### src/rtl/id_scoreboard.sv
// id_scoreboard: per-register pending-write countdown tracking for decode-stage stall and bypass control
module id_scoreboard #(
    parameter int NUM_REGS     = 32,
    parameter int ADDR_W       = 5,
    parameter int LAT_W        = 4,
    parameter int R0_HARDWIRED = 1
) (
    input  logic              clk,
    input  logic              reset,
    input  logic              issue_valid,
    input  logic              issue_wr,
    input  logic [ADDR_W-1:0] issue_rd,
    input  logic [LAT_W-1:0]  issue_lat,
    input  logic [ADDR_W-1:0] src_a,
    input  logic              src_a_used,
    input  logic [ADDR_W-1:0] src_b,
    input  logic              src_b_used,
    input  logic              flush,
    output logic              stall,
    output logic              issue_accept,
    output logic              fwd_a,
    output logic              fwd_b,
    output logic [ADDR_W:0]   pending
);
    logic [LAT_W-1:0] cnt_q [NUM_REGS];
    logic [LAT_W-1:0] cnt_d [NUM_REGS];
    logic [ADDR_W:0]  pending_q, pending_d;
    logic [LAT_W-1:0] eff_lat, cnt_a, cnt_b, cnt_rd;
    logic             use_a, use_b, raw_a, raw_b, waw, rd_wr;

    always_comb begin
        cnt_a  = '0;
        cnt_b  = '0;
        cnt_rd = '0;
        for (int r = 0; r < NUM_REGS; r++) begin
            if (src_a == ADDR_W'(r)) cnt_a = cnt_q[r];
            if (src_b == ADDR_W'(r)) cnt_b = cnt_q[r];
            if (issue_rd == ADDR_W'(r)) cnt_rd = cnt_q[r];
        end
    end

    assign eff_lat      = (issue_lat == '0) ? LAT_W'(1) : issue_lat;
    assign use_a        = src_a_used & ~((R0_HARDWIRED != 0) && (src_a == '0));
    assign use_b        = src_b_used & ~((R0_HARDWIRED != 0) && (src_b == '0));
    assign raw_a        = use_a & (cnt_a > LAT_W'(1));
    assign raw_b        = use_b & (cnt_b > LAT_W'(1));
    assign fwd_a        = use_a & (cnt_a == LAT_W'(1));
    assign fwd_b        = use_b & (cnt_b == LAT_W'(1));
    // A later producer finishing before an older one would reorder writeback
    assign waw          = issue_wr & (cnt_rd > eff_lat);
    assign stall        = issue_valid & (raw_a | raw_b | waw);
    assign issue_accept = issue_valid & ~stall;
    assign rd_wr        = issue_accept & issue_wr & ~((R0_HARDWIRED != 0) && (issue_rd == '0));
    assign pending      = pending_q;

    always_comb begin
        pending_d = '0;
        for (int r = 0; r < NUM_REGS; r++) begin
            cnt_d[r]  = flush ? '0
                      : (rd_wr && issue_rd == ADDR_W'(r)) ? eff_lat
                      : (cnt_q[r] != '0) ? cnt_q[r] - LAT_W'(1) : '0;
            pending_d = pending_d + ((cnt_d[r] != '0) ? (ADDR_W+1)'(1) : '0);
        end
    end

    always_ff @(posedge clk) begin
        if (reset) begin
            cnt_q     <= '{default: '0};
            pending_q <= '0;
        end else begin
            cnt_q     <= cnt_d;
            pending_q <= pending_d;
        end
    end
endmodule

### config.mk
export PLATFORM = sky130hd
export DESIGN_NAME = id_scoreboard
export DESIGN_NICKNAME = d
export VERILOG_FILES = /design/src/rtl/id_scoreboard.sv
export SDC_FILE = /design/constraint.sdc
export NUM_CORES = 1
export LEC_CHECK = 0
export BUFFER_PORTS_ARGS = -buffer_cell sky130_fd_sc_hd__buf_2
export CAP_MARGIN = 0
export CORE_ASPECT_RATIO = 1.2
export CORE_MARGIN = 2
export CORE_UTILIZATION = 59
export CTS_CLUSTER_DIAMETER = 200
export DETAILED_ROUTE_END_ITERATION = 10
export PLACE_DENSITY = 0.79
export SYNTH_ARGS = -nofsm -noshare
export SYNTH_HDL_FRONTEND = slang
export SYNTH_SLANG_ARGS = --single-unit
export TNS_END_PERCENT = 100
### constraint.sdc
create_clock -name clk -period 9.55 [get_ports clk]
set_input_delay 1.4325 -clock clk [delete_from_list [all_inputs] [get_ports clk]]
set_output_delay 1.4325 -clock clk [all_outputs]
set_load 0.03 [all_outputs]
==> results of run 1 <==
## cells in the mapped netlist (all sizes together) (30+ instances only)
library cell | n | area [µm²]
or3 | 30 | 188
a21o | 34 | 255
mux2i | 109 | 1090
a21oi | 144 | 721
inv | 101 | 379
ha | 43 | 538
buf | 46 | 258
mux2 | 85 | 957
a31oi | 49 | 307
clkbuf | 107 | 409
dfxtp | 134 | 2680
nor2 | 204 | 766
nand2 | 182 | 683
o21ai | 68 | 340
nand3 | 65 | 340
nor3 | 56 | 280
## registers in the layout, summed over array words and instances (netlist names)
name / count
cnt_q: 128
pending: 6
## cells by family after synthesis
group	synth area share [%]
AO/OA/AOI/OAI	23.8
XOR/XNOR	0.197
adder cells (fa/ha/maj)	7.64
buffers and inverters	7.84
flip-flops	20.1
multiplexers	17.7
AND/OR/NAND/NOR	22.7
## layout make-up
class / count / area, µm² / share of cell area [%]
multi-input cells: 1410 / 9660 / 64.4
flip-flops and latches: 134 / 2680 / 17.9
repair buffers: 177 / 1330 / 8.88
clock buffers: 19 / 443 / 2.95
inverters: 101 / 379 / 2.53
well taps: 279 / 349 / 2.33
clock inverters: 13 / 148 / 0.985
diodes: 1 / 2.50 / 0.0167
## report_power, final
part | total, mW | switching, mW | internal, mW
logic | 0.357 | 0.230 | 0.126
clock network | 0.699 | 0.304 | 0.395
registers | 0.568 | 0.00586 | 0.562
## worst min path at each step
stage                          start         end  slack (ns)
after floorplan           cnt_q[124]  cnt_q[124]        0.46
after global placement    cnt_q[124]  cnt_q[124]        0.51
after detailed placement  cnt_q[124]  cnt_q[124]        0.55
after CTS                 cnt_q[124]  cnt_q[124]        0.57
after global routing      cnt_q[124]  cnt_q[124]        0.63
final                     cnt_q[124]  cnt_q[124]        0.57
## stage by stage
step	TNS [ns]	worst slack, ns	hold WS [ns]	power [mW]
floorplan	0	0.0988	0.460	0.774
global placement	0	0.0330	0.510	0.901
detailed placement	-0.108	-0.108	0.553	0.902
CTS	0	0.322	0.565	1.59
global route	-0.00589	-0.00589	0.628	1.64
finish	0	0.258	0.566	1.62
## worst max-delay path, delay by kind of cell
kind,cells,cell delay [ns]
AOI/OAI and AO/OA,14,2.70
xor gates and xnor gates,1,0.17
adders and majority gates,9,3.71
buffers and inverters,9,0.88
and+or+nand+nor,5,0.70
## routing by layer
layer	wire length, µm	track usage, %	up-vias
li1	-	-	6597
met1	20300	57.1	7146
met2	24100	72.4	1251
met3	8670	16.4	372
met4	5560	37.2	0
met5	0	0.632	-
## timing repair
| action | in CTS | in global routing |
|---|---|---|
| endpoints found under the setup margin | 0 | 4 |
| buffers inserted | 0 | 1 |
| resized for setup | 0 | 12 |
==> summary.txt, run 1 <==
Worst slew pin tran -> 1.34 ns
Iter 0 DRT Violations -> 2364
Cells on worst reg2reg path -> 35
Die Height -> 169 µm
Crit path arrival time -> 9.61 ns
Nets -> 1934
Mapped Avg Cell Area -> 7.42 µm²
Peak supply drop -> 0.130 mV
CTS buffer count -> 17
Gr usage total -> 48.5%
Vias/cell -> 7.20
DRC -> 0
Crit path time final -> 9.29 ns
FMAX -> 0.108 GHz
Finished Cell Area -> 0.0150 mm²
Port Buffers -> 35
Drt first pass iters -> 8
Period Utilization, post-route -> 97.3%
Routed vias -> 15400
MaxCap Viol Count -> 0
Hold path cells -> 1
Final core utilization -> 67.3%
Worst Setup Path Type -> primary input to flop
Seq/Total Area, Yosys -> 20.1%
Num rows -> 60
Filler cells -> 1934
Routed length per instance -> 27.5 µm
Cell area after synthesis -> 0.0133 mm²
Ys Warns -> 0
Critical-path top delay cell -> fa_2
WP data required -> 9.87 ns
Pwr Density -> 108 mW/mm²
Final ANT Viol Nets -> 0
H-tree depth -> 4
Area Overhead vs Synth -> 12.4%
# placed instances -> 2099
Run status -> completed
EDFF count, synth -> 0
Critical Path Start -> issue_rd[3]
Starting density of the core -> 59.8%
Post-CTS Hold Fix Bufs -> 0
Sink Count -> 134
Ports -> 36
Most common cell after layout, fill and taps aside -> nor2_1
Worst min path class -> flop to flop
Post-Layout Cell Count -> 2134
Library cells used by synthesis -> 76
Startpoint Class -> primary input
Setup-failing EPs final -> 0
Most frequent cells in the layout -> nor2_1 (201), nand2_1 (182), a21oi_1 (141)
Leak Pwr -> 6.52 nW
Max FO, Critical Path -> 8
Max_slew headroom -> 10.7%
Setup crit end -> pending[4]
Fin Clk Skew -> 0.0135 ns
Routed WL -> 58.7 mm
Most used DFF post-synth -> dfxtp_1
Cells after synthesis -> 1798
Dpl hpwl -> 43.7 mm
CTS root buf -> clkbuf_16
Clk Latency, worst-skew pair -> 0.44 ns
Antenna violations before repair -> 0
First-pass GRT wire length -> 86.9 mm
Syn nets -> 1891
Yosys reg bits -> 134
Crit path largest cell delay -> 0.64 ns
Clock Tree Buf Depth -> 2
Placed inst area -> 0.0143 mm²
Core area -> 0.0223 mm²
Overall die width -> 141 µm
GPL Wtd Cong -> 1.15
Total die area -> 0.0238 mm²
Reg-to-reg endpoint -> pending[4]
Reg-to-reg startpoint -> cnt_q[119]
Largest net degree at the start of global routing -> 74
Flop-to-flop setup slack -> 1.15 ns
Clock slew at the register clock pins of the worst setup and hold paths -> 0.07 ns
Element type at the critical path end -> flop
Share of layout cells above drive strength 1 -> 17.5%
Slew Viols, Final -> 0
Fraction of registers with async set/reset -> 0%
Vias in the first global route -> 14600
CTS tree -> yes
Final hold viol count -> 0
GR Overflow Total -> 0
No activity file was read; power rests on OpenSTA's default activity.
==> inputs of run 2 (changes only) <==
--- a/config.mk
+++ b/config.mk
@@ -12,7 +12,7 @@
 export CORE_UTILIZATION = 59
 export CTS_CLUSTER_DIAMETER = 200
 export DETAILED_ROUTE_END_ITERATION = 10
-export PLACE_DENSITY = 0.79
+export PLACE_DENSITY_LB_ADDON = 0.08
 export SYNTH_ARGS = -nofsm -noshare
 export SYNTH_HDL_FRONTEND = slang
 export SYNTH_SLANG_ARGS = --single-unit
==> run 2 against run 1 <==
Fmax rose by 0.79%; die area did not move; final cell count fell by 2.2%; via count fell by 3.3%; largest power group unchanged.
==> summary.txt, run 2 (synthesis gave the netlist of run 1 again) <==
Final core utilization -> 65.6% (was 67.3%)
Max reg flops -> 128 (unchanged)
Ant. Diodes -> 0 (was 1)
Share of layout cells above drive strength 1 -> 15.4% (was 17.5%)
Cells on worst reg2reg path -> 35 (unchanged)
Final hold viol count -> 0 (unchanged)
Routed length per instance -> 26.9 µm (was 27.5 µm)
WP buf/inv -> 10 (was 9)
Period Utilization, post-route -> 96.5% (was 97.3%)
Most frequent cells in the layout -> nor2_1 (202), nand2_1 (182), a21oi_1 (141) (was nor2_1 (201), nand2_1 (182), a21oi_1 (141))
Drt first pass iters -> 7 (was 8)
Routed WL -> 56.2 mm (was 58.7 mm)
Iter 0 DRT Violations -> 2429 (was 2364)
WP data required -> 9.88 ns (was 9.87 ns)
Antenna violations before repair -> 4 (was 0)
CP delay by family, top -> adder cells (unchanged)
Reg-to-reg endpoint -> pending[4] (unchanged)
CTS buffer count -> 17 (unchanged)
GR Overflow Total -> 0 (unchanged)
Clock slew at the register clock pins of the worst setup and hold paths -> 0.07 ns (about the same)
Leak Pwr -> 6.28 nW (was 6.52 nW)
Vias in the first global route -> 13600 (was 14600)
Worst min path class -> flop to flop (unchanged)
Post-CTS Hold Fix Bufs -> 0 (unchanged)
Slew Viols, Final -> 0 (unchanged)
MaxCap Viol Count -> 0 (unchanged)
Num rows -> 60 (unchanged)
Worst slew pin tran -> 1.23 ns (was 1.34 ns)
Sink Count -> 134 (unchanged)
Crit path arrival time -> 9.55 ns (was 9.61 ns)
Port Buffers -> 35 (unchanged)
Final ANT Viol Nets -> 0 (unchanged)
Ports -> 36 (unchanged)
Gr usage total -> 46.7% (was 48.5%)
Pwr Density -> 109 mW/mm² (was 108 mW/mm²)
Filler cells -> 2016 (was 1934)
Vias/cell -> 7.12 (was 7.20)
Max_slew headroom -> 17.5% (was 10.7%)
CTS root buf -> clkbuf_16 (unchanged)
Routed vias -> 14900 (was 15400)
Max FO, Critical Path -> 17 (was 8)
Nets -> 1890 (was 1934)
Hold EP -> cnt_q[124] (unchanged)
Flop-to-flop setup slack -> 1.16 ns (was 1.15 ns)
Hold Slack -> 0.573 ns (was 0.566 ns)
Total die area -> 0.0238 mm² (unchanged)
Setup-failing EPs final -> 0 (unchanged)
Worst Setup Path Type -> primary input to flop (unchanged)
Area of the multi-input gates -> 0.00965 mm² (was 0.00966 mm²)
Setup TNS -> 0 ns (unchanged)
Startpoint Class -> primary input (unchanged)
First-pass GRT wire length -> 83.8 mm (was 86.9 mm)
Starting density of the core -> 59.8% (unchanged)
Register area -> 0.00268 mm² (unchanged)
Critical-path top delay cell -> mux4_2 (was fa_2)
H-tree depth -> 4 (unchanged)
CTS tree -> yes (unchanged)
Clock Tree Buf Depth -> 2 (unchanged)
Core area -> 0.0223 mm² (unchanged)
Clk Latency, worst-skew pair -> 0.44 ns (about the same)
DRC -> 0 (unchanged)
Peak supply drop -> 0.119 mV (was 0.130 mV)
Crit path time final -> 9.22 ns (was 9.29 ns)
Dpl hpwl -> 41.7 mm (was 43.7 mm)
FMAX -> 0.108 GHz (about the same)
Die Height -> 169 µm (unchanged)
Reg-to-reg startpoint -> cnt_q[119] (unchanged)
Min-delay src -> cnt_q[124] (unchanged)
Biggest register -> cnt_q (unchanged)
GPL Wtd Cong -> 1.11 (was 1.15)
Largest net degree at the start of global routing -> 62 (was 74)
Run status -> completed (unchanged)
Crit path largest cell delay -> 0.55 ns (was 0.64 ns)
Hold path cells -> 1 (unchanged)
Most common cell after layout, fill and taps aside -> nor2_1 (unchanged)
Fin Clk Skew -> 0.0129 ns (was 0.0135 ns)
Final WS setup -> 0.331 ns (was 0.258 ns)
DP Worst Slack -> -0.0102 ns (was -0.108 ns)
Overall die width -> 141 µm (unchanged)
Most frequent cell on the critical path -> fa_1
Element type at the critical path end -> flop (unchanged)
Area Overhead vs Synth -> 9.60% (was 12.4%)
run 2: changes by cell type in the layout (fill, tap and decap cells not counted), moves of 2 or more:
cell	before	now
clkinv_4	3	1
a221oi_2	2	0
buf_4	134	94
inv_6	3	5
a221oi_1	12	14
inv_8	0	2
run 2: what timing repair did:
action | 4_1_cts | 5_1_grt
endpoints found under the setup margin | 0 | 4
gates resized for setup | 0 | 10
setup buffers | 0 | 2
run 2: worst max path at each step:
stage,from,end,slack [ns],cells past startpoint
6_report,issue_rd[0],pending[4],0.33,34
2_1_floorplan,issue_rd[0],pending[4],0.1,34
5_1_grt,issue_rd[0],pending[4],-0.008,37
3_3_place_gp,issue_rd[1],pending[4],0.09,35
4_1_cts,issue_rd[1],pending[4],0.41,36
3_5_place_dp,issue_rd[1],pending[4],-0.01,36
run 2: per-stage QoR:
stage,power (mW),area (µm²),instances
2_1_floorplan,0.774,13300,1798
3_3_place_gp,0.876,14000,2055
3_5_place_dp,0.877,14000,2055
4_1_cts,1.57,14600,2086
5_1_grt,1.62,14600,2088
6_report,1.59,14600,2088
run 2: area by class of cell:
type | count | area share [%]
multi-input combinational | 1410 | 66.0
sequential | 134 | 18.4
timing repair buffer | 133 | 6.62
clock buffer | 17 | 2.91
inverter | 101 | 2.62
tap | 279 | 2.39
clock inverter | 14 | 1.13
run 2: per-layer routing:
| metal | GRT usage [%] | routed length [µm] | up-vias |
|---|---|---|---|
| li1 | - | - | 6498 |
| met1 | 60.5 | 20800 | 6880 |
| met2 | 69.3 | 23400 | 1180 |
| met3 | 13.4 | 7940 | 304 |
| met4 | 26.7 | 4020 | 4 |
| met5 | 0 | 25 | - |
run 2: power by group:
part	total [mW]	switching [mW]	internal, mW
Sequential	0.568	0.00596	0.562
Clock	0.702	0.311	0.391
Combinational	0.318	0.212	0.106
Total	1.59	0.529	1.06
